`config.mk`:
```
export PLATFORM = sky130hd
export DESIGN_NAME = ram_write_router
export DESIGN_NICKNAME = d
export VERILOG_FILES = /design/src/rtl/ram_write_router.sv
export SDC_FILE = /design/constraint.sdc
export NUM_CORES = 1
export LEC_CHECK = 0
export CORE_MARGIN = 1.5
export CORE_UTILIZATION = 25
export DETAILED_ROUTE_END_ITERATION = 10
export GPL_ROUTABILITY_DRIVEN = 1
export SLEW_MARGIN = 25
export SYNTH_ARGS = -nofsm -noshare
export SYNTH_HDL_FRONTEND = slang
export SYNTH_SLANG_ARGS = --single-unit
```
`constraint.sdc`:
```
create_clock -name clk_h -period 2.5 [get_ports clk_h]
set_input_delay 0.5 -clock clk_h [delete_from_list [all_inputs] [get_ports clk_h]]
set_output_delay 0.5 -clock clk_h [all_outputs]
set_load 0.03 [all_outputs]
```
`src/rtl/ram_write_router.sv`:
```
// Demuxes the DMA burst buffer's word stream onto six RAM write ports and pages each burst.
// Optional even-parity output wr_par is enabled by defining WR_PARITY_EN.
module ram_write_router #(
   parameter int DD_WIDTH       = 16,
   parameter int RAM_ADDR_WIDTH = 4,
   parameter int PAGE_WIDTH     = 4
) (
   input  logic                               clk_h,
   input  logic                               rst_n,
   input  logic                               in_valid,
   input  logic [2:0]                         in_sel,
   input  logic [RAM_ADDR_WIDTH-1:0]          in_addr,
   input  logic [DD_WIDTH-1:0]                in_data,
   input  logic                               page_clr,
   output logic [5:0]                         wr_en,
   output logic [PAGE_WIDTH+RAM_ADDR_WIDTH-1:0] wr_addr,
   output logic [DD_WIDTH-1:0]                wr_data,
`ifdef WR_PARITY_EN
   output logic                               wr_par,
`endif
   output logic                               burst_done,
   output logic [2:0]                         burst_sel,
   output logic                               busy,
   output logic                               err_sel,
   output logic                               ovf
);

   localparam int BURST_LEN = 2 ** RAM_ADDR_WIDTH;
   localparam int CW        = RAM_ADDR_WIDTH + 1;
   localparam int AW        = PAGE_WIDTH + RAM_ADDR_WIDTH;

   typedef enum logic {S_IDLE, S_BURST} state_t;

   state_t                state_q, state_d;
   logic [2:0]            sel_q, sel_d;
   logic [CW-1:0]         cnt_q, cnt_d;
   logic [PAGE_WIDTH-1:0] page_q [6];
   logic [PAGE_WIDTH-1:0] page_d [6];

   logic [5:0]            wr_en_q;
   logic [AW-1:0]         wr_addr_q;
   logic [DD_WIDTH-1:0]   wr_data_q;
   logic                  burst_done_q;
   logic [2:0]            burst_sel_q;
   logic                  busy_q;
   logic                  err_sel_q;
   logic                  ovf_q;

   logic                  selValid;
   logic [2:0]            tgtIdx;
   logic [2:0]            doneIdx;
   logic [PAGE_WIDTH-1:0] tgtPage;
   logic                  issue;
   logic                  done;
   logic                  errSet;
   logic                  ovfSet;

   // Target decode: a write always goes to in_sel, which equals sel_q inside a burst.
   always_comb begin
      selValid = (in_sel != 3'd0) && (in_sel != 3'd7);
      tgtIdx   = in_sel - 3'd1;
      doneIdx  = sel_q - 3'd1;
      tgtPage  = '0;
      for (int i = 0; i < 6; i++) begin
         if (tgtIdx == 3'(i)) tgtPage = page_q[i];
      end
   end

   // Burst FSM: counts accepted words, drops invalid or foreign-selector words.
   always_comb begin
      state_d = state_q;
      sel_d   = sel_q;
      cnt_d   = cnt_q;
      issue   = 1'b0;
      done    = 1'b0;
      errSet  = 1'b0;
      case (state_q)
         S_IDLE: begin
            if (in_valid) begin
               if (selValid) begin
                  issue   = 1'b1;
                  sel_d   = in_sel;
                  cnt_d   = CW'(1);
                  state_d = S_BURST;
               end else begin
                  errSet = 1'b1;
               end
            end
         end
         S_BURST: begin
            if (in_valid) begin
               if (in_sel == sel_q) begin
                  issue = 1'b1;
                  if (cnt_q == CW'(BURST_LEN - 1)) begin
                     done    = 1'b1;
                     cnt_d   = '0;
                     state_d = S_IDLE;
                  end else begin
                     cnt_d = cnt_q + CW'(1);
                  end
               end else begin
                  errSet = 1'b1;
               end
            end
         end
         default: state_d = S_IDLE;
      endcase
   end

   // Page counters: a clear beats a coinciding completion and suppresses its overflow.
   always_comb begin
      ovfSet = 1'b0;
      for (int i = 0; i < 6; i++) page_d[i] = page_q[i];
      if (page_clr) begin
         for (int i = 0; i < 6; i++) page_d[i] = '0;
      end else if (done) begin
         for (int i = 0; i < 6; i++) begin
            if (doneIdx == 3'(i)) begin
               page_d[i] = page_q[i] + PAGE_WIDTH'(1);
               if (&page_q[i]) ovfSet = 1'b1;
            end
         end
      end
   end

   always_ff @(posedge clk_h) begin
      if (!rst_n) begin
         state_q <= S_IDLE;
         sel_q   <= '0;
         cnt_q   <= '0;
         for (int i = 0; i < 6; i++) page_q[i] <= '0;
      end else begin
         state_q <= state_d;
         sel_q   <= sel_d;
         cnt_q   <= cnt_d;
         for (int i = 0; i < 6; i++) page_q[i] <= page_d[i];
      end
   end

   // Output registers; address and data hold their last values between writes.
   always_ff @(posedge clk_h) begin
      if (!rst_n) begin
         wr_en_q      <= '0;
         wr_addr_q    <= '0;
         wr_data_q    <= '0;
         burst_done_q <= 1'b0;
         burst_sel_q  <= '0;
         busy_q       <= 1'b0;
         err_sel_q    <= 1'b0;
         ovf_q        <= 1'b0;
      end else begin
         wr_en_q <= issue ? (6'(1) << tgtIdx) : 6'd0;
         if (issue) begin
            wr_addr_q <= {tgtPage, in_addr};
            wr_data_q <= in_data;
         end
         burst_done_q <= done;
         if (done) burst_sel_q <= sel_q;
         busy_q    <= (state_d == S_BURST);
         err_sel_q <= err_sel_q | errSet;
         ovf_q     <= ovf_q | ovfSet;
      end
   end

`ifdef WR_PARITY_EN
   logic wr_par_q;

   always_ff @(posedge clk_h) begin
      if (!rst_n) begin
         wr_par_q <= 1'b0;
      end else if (issue) begin
         wr_par_q <= ^in_data;
      end
   end

   assign wr_par = wr_par_q;
`endif

   assign wr_en      = wr_en_q;
   assign wr_addr    = wr_addr_q;
   assign wr_data    = wr_data_q;
   assign burst_done = burst_done_q;
   assign burst_sel  = burst_sel_q;
   assign busy       = busy_q;
   assign err_sel    = err_sel_q;
   assign ovf        = ovf_q;

endmodule

```
Yosys cells after proc, flatten, opt, wreduce, memory -nomap -nowiden
Memories as Yosys holds them, arrays and structs flattened.
Cells that the tools add are included.
{"block": "op_classes", "mul": 0, "n_shift": 1, "n_eq_ne": 17, "addsub": 9, "n_bitwise": 9, "n_reduce_logical": 13, "n_div": 0, "n_lt_le_gt_ge": 0, "mux": 62}
{"cell": "4-bit two-way mux", "count": 18}
{"cell": "24-bit two-way mux", "count": 2}
{"cell": "1-bit two-way mux", "count": 33}
{"cell": "4-bit AND reduction", "count": 7}
{"cell": "5-bit two-way mux", "count": 5}
{"cell": "4-bit by 1-bit adder with 4-bit output (second input constant)", "count": 6}
{"cell": "3-bit by 2-bit == test with 1-bit output (second input constant)", "count": 4}
{"cell": "3-bit == test (second input constant)", "count": 4}
{"cell": "5-bit case mux with 2 select lines", "count": 1}
{"cell": "1-bit OR", "count": 8}
{"cell": "3-bit by 1-bit == test with 1-bit output (second input constant)", "count": 2}
{"cell": "3-bit zero test", "count": 2}
{"cell": "2-bit != test (second input constant)", "count": 3}
{"cell": "1-bit case mux with 2 select lines", "count": 3}
{"cell": "1-bit by 3-bit << shifter with 6-bit output (first input constant)", "count": 1}
{"cell": "3-bit by 1-bit subtractor with 3-bit output (second input constant)", "count": 2}
{"cell": "5-bit by 1-bit adder with 5-bit output (second input constant)", "count": 1}
{"cell": "5-bit by 4-bit == test with 1-bit output (second input constant)", "count": 1}
{"cell": "3-bit == test", "count": 1}
{"cell": "3-bit != test (second input constant)", "count": 1}
{"cell": "3-bit AND reduction", "count": 1}
{"cell": "3-bit nonzero test", "count": 1}
{"cell": "2-bit by 1-bit != test with 1-bit output (second input constant)", "count": 1}
{"cell": "2-bit AND reduction", "count": 1}
{"cell": "2 further kinds", "count": 2}
{"block": "word_totals", "latchBits": 0, "ram_bits": 24, "reg_bits": 45, "n_memories": 1, "mem_bits_ro": 0, "word_cells": 122}
{"name": "page_q", "words": 6, "word_bits": 4, "read_ports": 6, "rd_ports_with_merged_regs": 0, "wr": 6, "line": "37", "rtl": "logic [PAGE_WIDTH-1:0] page_q [6];"}

Longest topological paths before layout
Gate-level depths: netlist of the first run.
{"block": "depth", "ltp_word": 18, "depth_mapped": 10}

Worst setup path after synthesis of the first run
Ideal clock, no wire load.
{"block": "synth_timing", "path_kind": "in2reg", "start": "in in_sel[0]", "end": "reg wr_addr_q[0] (netlist: wr_addr[0])", "setup_ns": 0.132, "setup_slack_ns": 0.283, "path_stages": 10, "t_arrival_ns": 2.085, "required_ns": 2.368, "path_buffers": 3, "path_cell_list": "inv_1 ha_1 mux2_4 or3b_1 buf_6 and2_4 buf_6 buf_6 nand2_1 a21oi_1"}
{"block": "synth_via", "elab_chain_len": 5, "word_cells_on_any_way": 9, "classes_between": "2 x eq/ne; 5 x mux; 2 x reduce/logical"}
{"item": "from (decl)", "line": "11", "rtl": "input logic [2:0] in_sel,"}
{"item": "3-bit != test or 3-bit nonzero test (tied branches)", "line": "60", "rtl": "selValid = (in_sel != 3'd0) && (in_sel != 3'd7);"}
{"item": "1-bit logical AND", "line": "60"}
{"item": "1-bit two-way mux", "line": "80", "rtl": "if (selValid) begin"}
{"item": "1-bit two-way mux", "line": "79", "rtl": "if (in_valid) begin"}
{"item": "1-bit case mux with 2 select lines *", "line": "77", "rtl": "case (state_q)"}
{"item": "to (signal assigned)", "line": "154", "rtl": "wr_addr_q <= {tgtPage, in_addr};"}
{"item": "to (decl)", "line": "41", "rtl": "logic [AW-1:0] wr_addr_q;"}
Every way passes the cells marked *; elsewhere a longest branch is shown, timed or not.
A chain may end at the register's enable or synchronous reset.

Worst setup path in the final report of the first run
{"block": "layout_timing", "start": "in in_sel[1]", "end": "reg wr_en_q[0] (netlist: wr_en[0])"}
{"block": "layout_via", "elab_chain_len": 6, "word_cells_on_any_way": 12, "classes_between": "1 x add/sub; 2 x eq/ne; 1 x shift; 5 x mux; 3 x reduce/logical"}
{"item": "3-bit != test or 3-bit nonzero test (tied branches)", "line": "60"}
{"item": "1-bit logical AND", "line": "60"}
{"item": "1-bit two-way mux", "line": "80"}
{"item": "1-bit two-way mux", "line": "79"}
{"item": "1-bit case mux with 2 select lines", "line": "77"}
{"item": "2-bit AND reduction (no line)"}
{"item": "to (signal assigned)", "line": "152", "rtl": "wr_en_q <= issue ? (6'(1) << tgtIdx) : 6'd0;"}
{"item": "to (decl)", "line": "40", "rtl": "logic [5:0] wr_en_q;"}
Parallel ways exist; a longest one is shown, timed or not.

==> flow_summary_export.csv, run 1 <==
group,metric,value,unit
status,status,"finished, final reports clean",
worst_setup_path,cp-start-kind,"input pin",
clocking,clockBufferDepth,2,
cells_and_area,areaGrowthSynthToFinish,40.75,%
sta,finalCritPeriodShare,92.92,%
cells_and_area,fin_util,35.90,%
global_routing,grt_usage,12.89,%
placement,dpl.cell_count,610,
global_routing,grt_pass1_wl,13410,um
worst_setup_path,reg2reg_to,"page_q[2][3]$_SDFFE_PP0P_",
floorplan,start_util,25.51,%
detailed_routing,remaining_drc_errors,0,
synth,synthCells,365,
sta,slew_viol_final,0,
floorplan,num_rows,41,
synth,synth_edf_count,0,
floorplan,ios,64,
detailed_routing,vias,2843,
job,max_cap_viol_count,0,
global_routing,grt_pass1_vias,2817,
synth,yosysTopAreaCellShare,43.09,%
synth,synth_ff_type,"dfxtp_1",
worst_setup_path,end_kind,"flip-flop",
min_path,min_to,"cnt_q[4]$_SDFFE_PN0P_",
placement,port_buffers,63,
clocking,cts_made_buffers,9,
worst_setup_path,r2r_cells,7,
sta,max_freq,430.5,MHz
sta,finalHoldViolations,0,
synth,yosys_warnings,0,
detailed_routing,wire_per_inst,13.00,um
clocking,cts_tree,"done",
worst_setup_path,reg2reg_from,"cnt_q[0]$_SDFFE_PN0P_",
synth,synth_area_leaders,"dfxtp_1 43%, a21oi_1 5.8%, nand2_1 5.6%, ha_1 5.1%, nor2_1 4.6%",
worst_setup_path,required,2.78,ns
detailed_routing,wirelength,8138,um
clocking,clkSlewWorstSetupHoldPaths,0.06,ns
clocking,clk_latency,0.33,ns
floorplan,die_h,116.2,um
synth,synth_fp_nets,405,
synth,avgSynthCellArea,8.782,um^2
power,power.density,634.8,mW/mm^2
power,ir_drop,0.0002780,V
cells_and_area,nNetsFinal,489,
cells_and_area,fin_area,0.004512,mm^2
synth,ys_seq_area_share,43.09,%
floorplan,dieArea,0.01351,mm^2
placement,gp_congestion,0.8071,
worst_setup_path,crit_type,"in2reg",
global_routing,antenna_found_initial,0,
global_routing,overflow,0,
clocking,cts_hold_buffers,0,
cells_and_area,insertedDiodeCount,0,
power,leakagePower,1.710,nW
sta,setup_viol,0,
min_path,min_path_cells,2,
synth,async_reset_ff_share,0,%
sta,worst_pin_slew,0.4299,ns
detailed_routing,drtIter0Drc,135,
synth,ys_ff_latch,69,
clocking,cts_sinks,69,
sta,skew,0.004826,ns
min_path,min-delay-start,"cnt_q[4]$_SDFFE_PN0P_",
synth,synth_area_leader_cell,"dfxtp_1",
detailed_routing,ant_nets,0,
global_routing,grt_max_degree,28,
placement,dpl_cell_area,0.004195,mm^2
floorplan,core,0.01257,mm^2
detailed_routing,firstDrtPassIters,4,
clocking,htree_levels,3,
cells_and_area,drive_gt1_share,14.54,%
synth,netlist-cell-type-count,49,
synth,synth.cell_area,0.003206,mm^2
detailed_routing,drt-vias-per-instance,4.542,
placement,dp_hpwl,5990,um
worst_setup_path,arrival,2.60,ns
sta,slew_headroom,71.28,%
sta,grt_setup_unrepaired,"no",
clocking,root_buffer,"clkbuf_16",
floorplan,chipWidth,116.2,um
worst_setup_path,crit_fanout,27,
clocking,postCtsSetupRepairBufs,0,
clocking,cts_resized,0,
worst_setup_path,r2r_setup_slack,0.58,ns
cells_and_area,stdcell_count,626,
min_path,hp-class,"reg2reg",
sta,fin_crit,2.323,ns
==> cell families after synthesis <==
family,Yosys count,synth area share (%)
fa+ha+maj,13,5.074
buf+inv,35,5.659
mux,11,3.591
flops,69,43.09
xor+xnor,17,5.113
compound gates,68,13.31
simple gates,152,24.16
==> cells in the mapped netlist, types with 2 or more instances <==
cell type and count:
dfxtp_1 69, nand2_1 48, nor2_1 39, a21oi_1 37, ha_1 13, nand4_1 12, clkbuf_1 11, mux2i_1 10
nand3_1 10, inv_1 9, xor2_1 9, a221oi_1 8, o21ai_0 8, xnor2_1 6, buf_6 5, or3_1 5
a221o_1 4, and3_1 4, buf_2 4, nand2b_1 4, nand3_2 4, o31ai_1 4, a311oi_1 3, and2_1 3
buf_1 3, nor3_1 3, and4_1 2, buf_4 2, nand4b_1 2, nor2b_1 2, nor3b_1 2, nor4_1 2
xnor2_2 2
==> how the worst max path moves through the flow <==
stage | start | to | slack (ns)
floorplan | in_sel[0] | wr_addr[0]$_SDFFE_PN0P_ | 0.28
global placement | in_sel[1] | wr_en[1]$_SDFF_PP0_ | -0.12
detailed placement | in_sel[0] | wr_en[0]$_SDFF_PP0_ | -0.16
CTS | in_sel[1] | cnt_q[0]$_SDFFE_PN0P_ | 0.18
global route | in_sel[0] | wr_addr[4]$_SDFFE_PN0P_ | 0.04
finish | in_sel[1] | wr_en[0]$_SDFF_PP0_ | 0.18
==> worst max-delay path: stages <==
cell             delay (ns)
clkdlybuf4s50_1        0.45
buf_4                  0.18
ha_1                   0.19
mux2_4                 0.26
or3b_1                 0.42
and2_4                 0.29
nor3_2                 0.15
and2_1                 0.14
==> registers in the layout (all words and copies together), names as in the netlist <==
register	count
ovf	1
wr_addr	8
sel_q	3
cnt_q	5
wr_en	6
burst_sel	3
page_q	24
err_sel	1
burst_done	1
wr_data	16
busy	1
==> final cells by class <==
class                           instances  area (um^2)
Clock buffer                           10        239.0
Clock inverter                          6        71.32
Fill cell                            1291         8056
Inverter                               10        37.54
Multi-Input combinational cell        261         1649
Sequential cell                        69         1381
Tap cell                              172        215.2
Timing Repair Buffer                   98        918.4
==> placed cells by master, fill, tap and decap left out, drive strengths merged, types with 4 or more instances in the layout <==
cell type,count
or3,5
xnor2,8
xor2,9
and2,4
clkdlybuf4s50,63
buf,35
o21ai,8
inv,10
nor2,39
a21oi,37
nand4,13
clkbuf,10
dfxtp,69
a221o,4
mux2i,10
nand3,14
nor3,4
a221oi,8
o31ai,4
nand2,50
nand2b,4
and3,4
ha,13
==> report_power, final <==
part | leakage [nW] | switching, W | internal [W]
Clock | 0.145 | 0.000492 | 0.000805
Combinational | 1.00 | 0.000222 | 0.000186
Sequential | 0.560 | 0.0000232 | 0.00114
==> layer usage <==
layer / wire (um) / vias up / GRT usage (%)
li1: - / 1444 / -
met1: 3830 / 1314 / 15.49
met2: 3682 / 78 / 21.14
met3: 524 / 7 / 4.515
met4: 101 / 0 / 5.122
met5: 0 / - / 0
==> per-stage QoR <==
stage / hold WS (ns) / worst slack, ns / TNS [ns] / power, W
floorplan: 0.4207 / 0.2831 / 0 / 0.001414
global placement: 0.4331 / -0.1191 / -2.006 / 0.001586
detailed placement: 0.4362 / -0.1635 / -3.313 / 0.001591
CTS: 0.4480 / 0.1801 / 0 / 0.002905
global route: 0.4740 / 0.04012 / 0 / 0.002990
finish: 0.4450 / 0.1769 / 0 / 0.002864
No activity file was read; power rests on OpenSTA's default activity.
==> inputs of run 2 (changes only) <==
--- a/config.mk
+++ b/config.mk
@@ -9,6 +9,7 @@
 export CORE_UTILIZATION = 25
 export DETAILED_ROUTE_END_ITERATION = 10
 export GPL_ROUTABILITY_DRIVEN = 1
+export PLACE_DENSITY_LB_ADDON = 0.25
 export SLEW_MARGIN = 25
 export SYNTH_ARGS = -nofsm -noshare
 export SYNTH_HDL_FRONTEND = slang
==> flow_summary_export.csv, run 2 (synthesis results as in run 1) <==
group,metric,value,unit
detailed_routing,firstDrtPassIters,7,
power,power.density,622.3,mW/mm^2
clocking,cts_hold_buffers,0,
floorplan,ios,64,
min_path,hp-class,"reg2reg",
power,power_switching,0.0007215,W
cells_and_area,nNetsFinal,494,
detailed_routing,wire_per_inst,13.22,um
sta,worst_pin_slew,0.6246,ns
power,leakagePower,1.726,nW
worst_setup_path,required,2.72,ns
global_routing,grt_pass1_vias,2750,
detailed_routing,remaining_drc_errors,0,
detailed_routing,drtIter0Drc,153,
global_routing,grt_usage,13.10,%
power,p_int,0.002086,W
cells_and_area,multi_input_area,0.001644,mm^2
detailed_routing,vias,2834,
power,ir_drop,0.0002646,V
floorplan,dieArea,0.01351,mm^2
cells_and_area,top_register,"page_q",
worst_setup_path,cp-start-kind,"input pin",
clocking,cts_resized,0,
placement,port_buffers,63,
clocking,cts_sinks,69,
worst_setup_path,path_cells,"clkdlybuf4s50_1 > buf_4 > buf_4 > xnor2_1 > buf_4 > nand4_2 > nor4_1 > buf_4 > mux2i_1 > nor2_1",
placement,dp_hpwl,6199,um
sta,finalHoldWorstSlack,0.4459,ns
clocking,postCtsSetupRepairBufs,0,
sta,grt_setup_unrepaired,"no",
clocking,cts_made_buffers,9,
detailed_routing,drt-vias-per-instance,4.498,
sta,finalHoldViolations,0,
sta,skew,0.007750,ns
job,max_cap_viol_count,0,
worst_setup_path,end_kind,"flip-flop",
worst_setup_path,cp_slowest_cell,"clkdlybuf4s50_1",
placement,gp_congestion,0.7976,
cells_and_area,insertedDiodeCount,0,
global_routing,antenna_found_initial,0,
power,p_clk_share,44.3,%
worst_setup_path,crit_type,"in2reg",
status,status,"finished, final reports clean",
worst_setup_path,crit_buf_inv,5,
detailed_routing,wirelength,8327,um
sta,max_freq,429.5,MHz
clocking,cts_tree,"done",
worst_setup_path,cp_common_cell,"buf_4",
sta,setup_viol,0,
detailed_routing,ant_nets,0,
clocking,htree_levels,3,
clocking,clockBufferDepth,2,
sta,slew_viol_final,0,
sta,finalCritPeriodShare,93.13,%
floorplan,start_util,25.51,%
cells_and_area,drive_gt1_share,15.28,%
global_routing,overflow,0,
cells_and_area,final_cell_mix,"69 x dfxtp_1, 63 x clkdlybuf4s50_1, 48 x nand2_1",
cells_and_area,stdcell_count,630,
cells_and_area,areaGrowthSynthToFinish,40.75,%
placement,dpl.cell_count,615,
worst_setup_path,path_delay_family,"buffers and inverters",
sta,fin_crit,2.328,ns
cells_and_area,layout_commonest_cell,"dfxtp_1",
floorplan,chipWidth,116.2,um
power,comb_power_share,14.5,%
worst_setup_path,critPathMaxStageDelay,0.42,ns
cells_and_area,fillers,1279,
cells_and_area,largest_reg_flops,24,
power,seqPwrFrac,41.3,%
clocking,clkSlewWorstSetupHoldPaths,0.06,ns
sta,slew_headroom,58.20,%
global_routing,grt_pass1_wl,13660,um
clocking,root_buffer,"clkbuf_16",
cells_and_area,regArea,0.001381,mm^2
floorplan,die_h,116.2,um
clocking,clk_latency,0.33,ns
global_routing,grt_max_degree,28,
power,netSwitchingFraction,25.70,%
floorplan,num_rows,41,
floorplan,core,0.01257,mm^2
worst_setup_path,arrival,2.55,ns
worst_setup_path,crit_fanout,4,
## run 2: cell types whose count changed in the layout (fill, tap and decap cells not counted)
cell        change
clkinvlp_4      -1
a221oi_1        +1
clkinv_2        +2
inv_6           -1
and4_1          -1
and4_2          +1
buf_12          -1
buf_4           +6
clkbuf_8        -1
a221oi_2        -1
## run 2: final timing paths
check / startpoint / end / slack, ns / cells past startpoint
worst max-delay path: in_sel[0] / page_q[0][1]$_SDFFE_PP0P_ / 0.17 / 10
worst min-delay path: wr_data[14]$_SDFFE_PN0P_ / wr_data[14]$_SDFFE_PN0P_ / 0.45 / 2
worst max register to register: cnt_q[0]$_SDFFE_PN0P_ / page_q[5][3]$_SDFFE_PP0P_ / 0.37 / 7
worst min register to register: wr_data[14]$_SDFFE_PN0P_ / wr_data[14]$_SDFFE_PN0P_ / 0.45 / 2
## run 2: layout make-up
| class | count | area share, % |
|---|---|---|
| multi-input cells | 261 | 36.44 |
| flip-flops and latches | 69 | 30.62 |
| repair buffers | 103 | 20.91 |
| clock buffers | 9 | 4.992 |
| well taps | 172 | 4.770 |
| clock inverters | 6 | 1.442 |
| inverters | 10 | 0.8319 |
## run 2: power by group through the flow
stage | combinational (W) | sequential [W] | clock (W)
after global routing | 0.000441 | 0.00116 | 0.00134
after detailed placement | 0.000410 | 0.00118 | 0
after CTS | 0.000411 | 0.00116 | 0.00128
final | 0.000406 | 0.00116 | 0.00124
after global placement | 0.000407 | 0.00118 | 0
after floorplan | 0.000177 | 0.00124 | 0
## run 2: metrics by stage
stage | utilization, % | power, W | setup TNS (ns) | setup WS [ns] | area, um^2
floorplan | - | 0.001414 | 0 | 0.2831 | 3206
global placement | 33.58 | 0.001588 | -1.924 | -0.1578 | 4220
detailed placement | 33.58 | 0.001592 | -3.290 | -0.1533 | 4220
CTS | 35.89 | 0.002849 | 0 | 0.1922 | 4511
global route | 35.90 | 0.002940 | 0 | 0.05940 | 4512
finish | 35.90 | 0.002808 | 0 | 0.1718 | 4512
## run 2: worst min-delay path, stage by stage, from the launching register on
cell     delay [ns]
dfxtp_1        0.30
nand2_1        0.05
a21oi_1        0.05
## run 2: routing by layer
metal / track usage [%] / share of wire [%] / vias up
met5: 0 / 0 / -
met4: 5.203 / 1.2 / 0
met3: 3.788 / 7.2 / 9
met2: 20.86 / 44 / 86
met1: 16.73 / 48 / 1289
li1: - / - / 1450
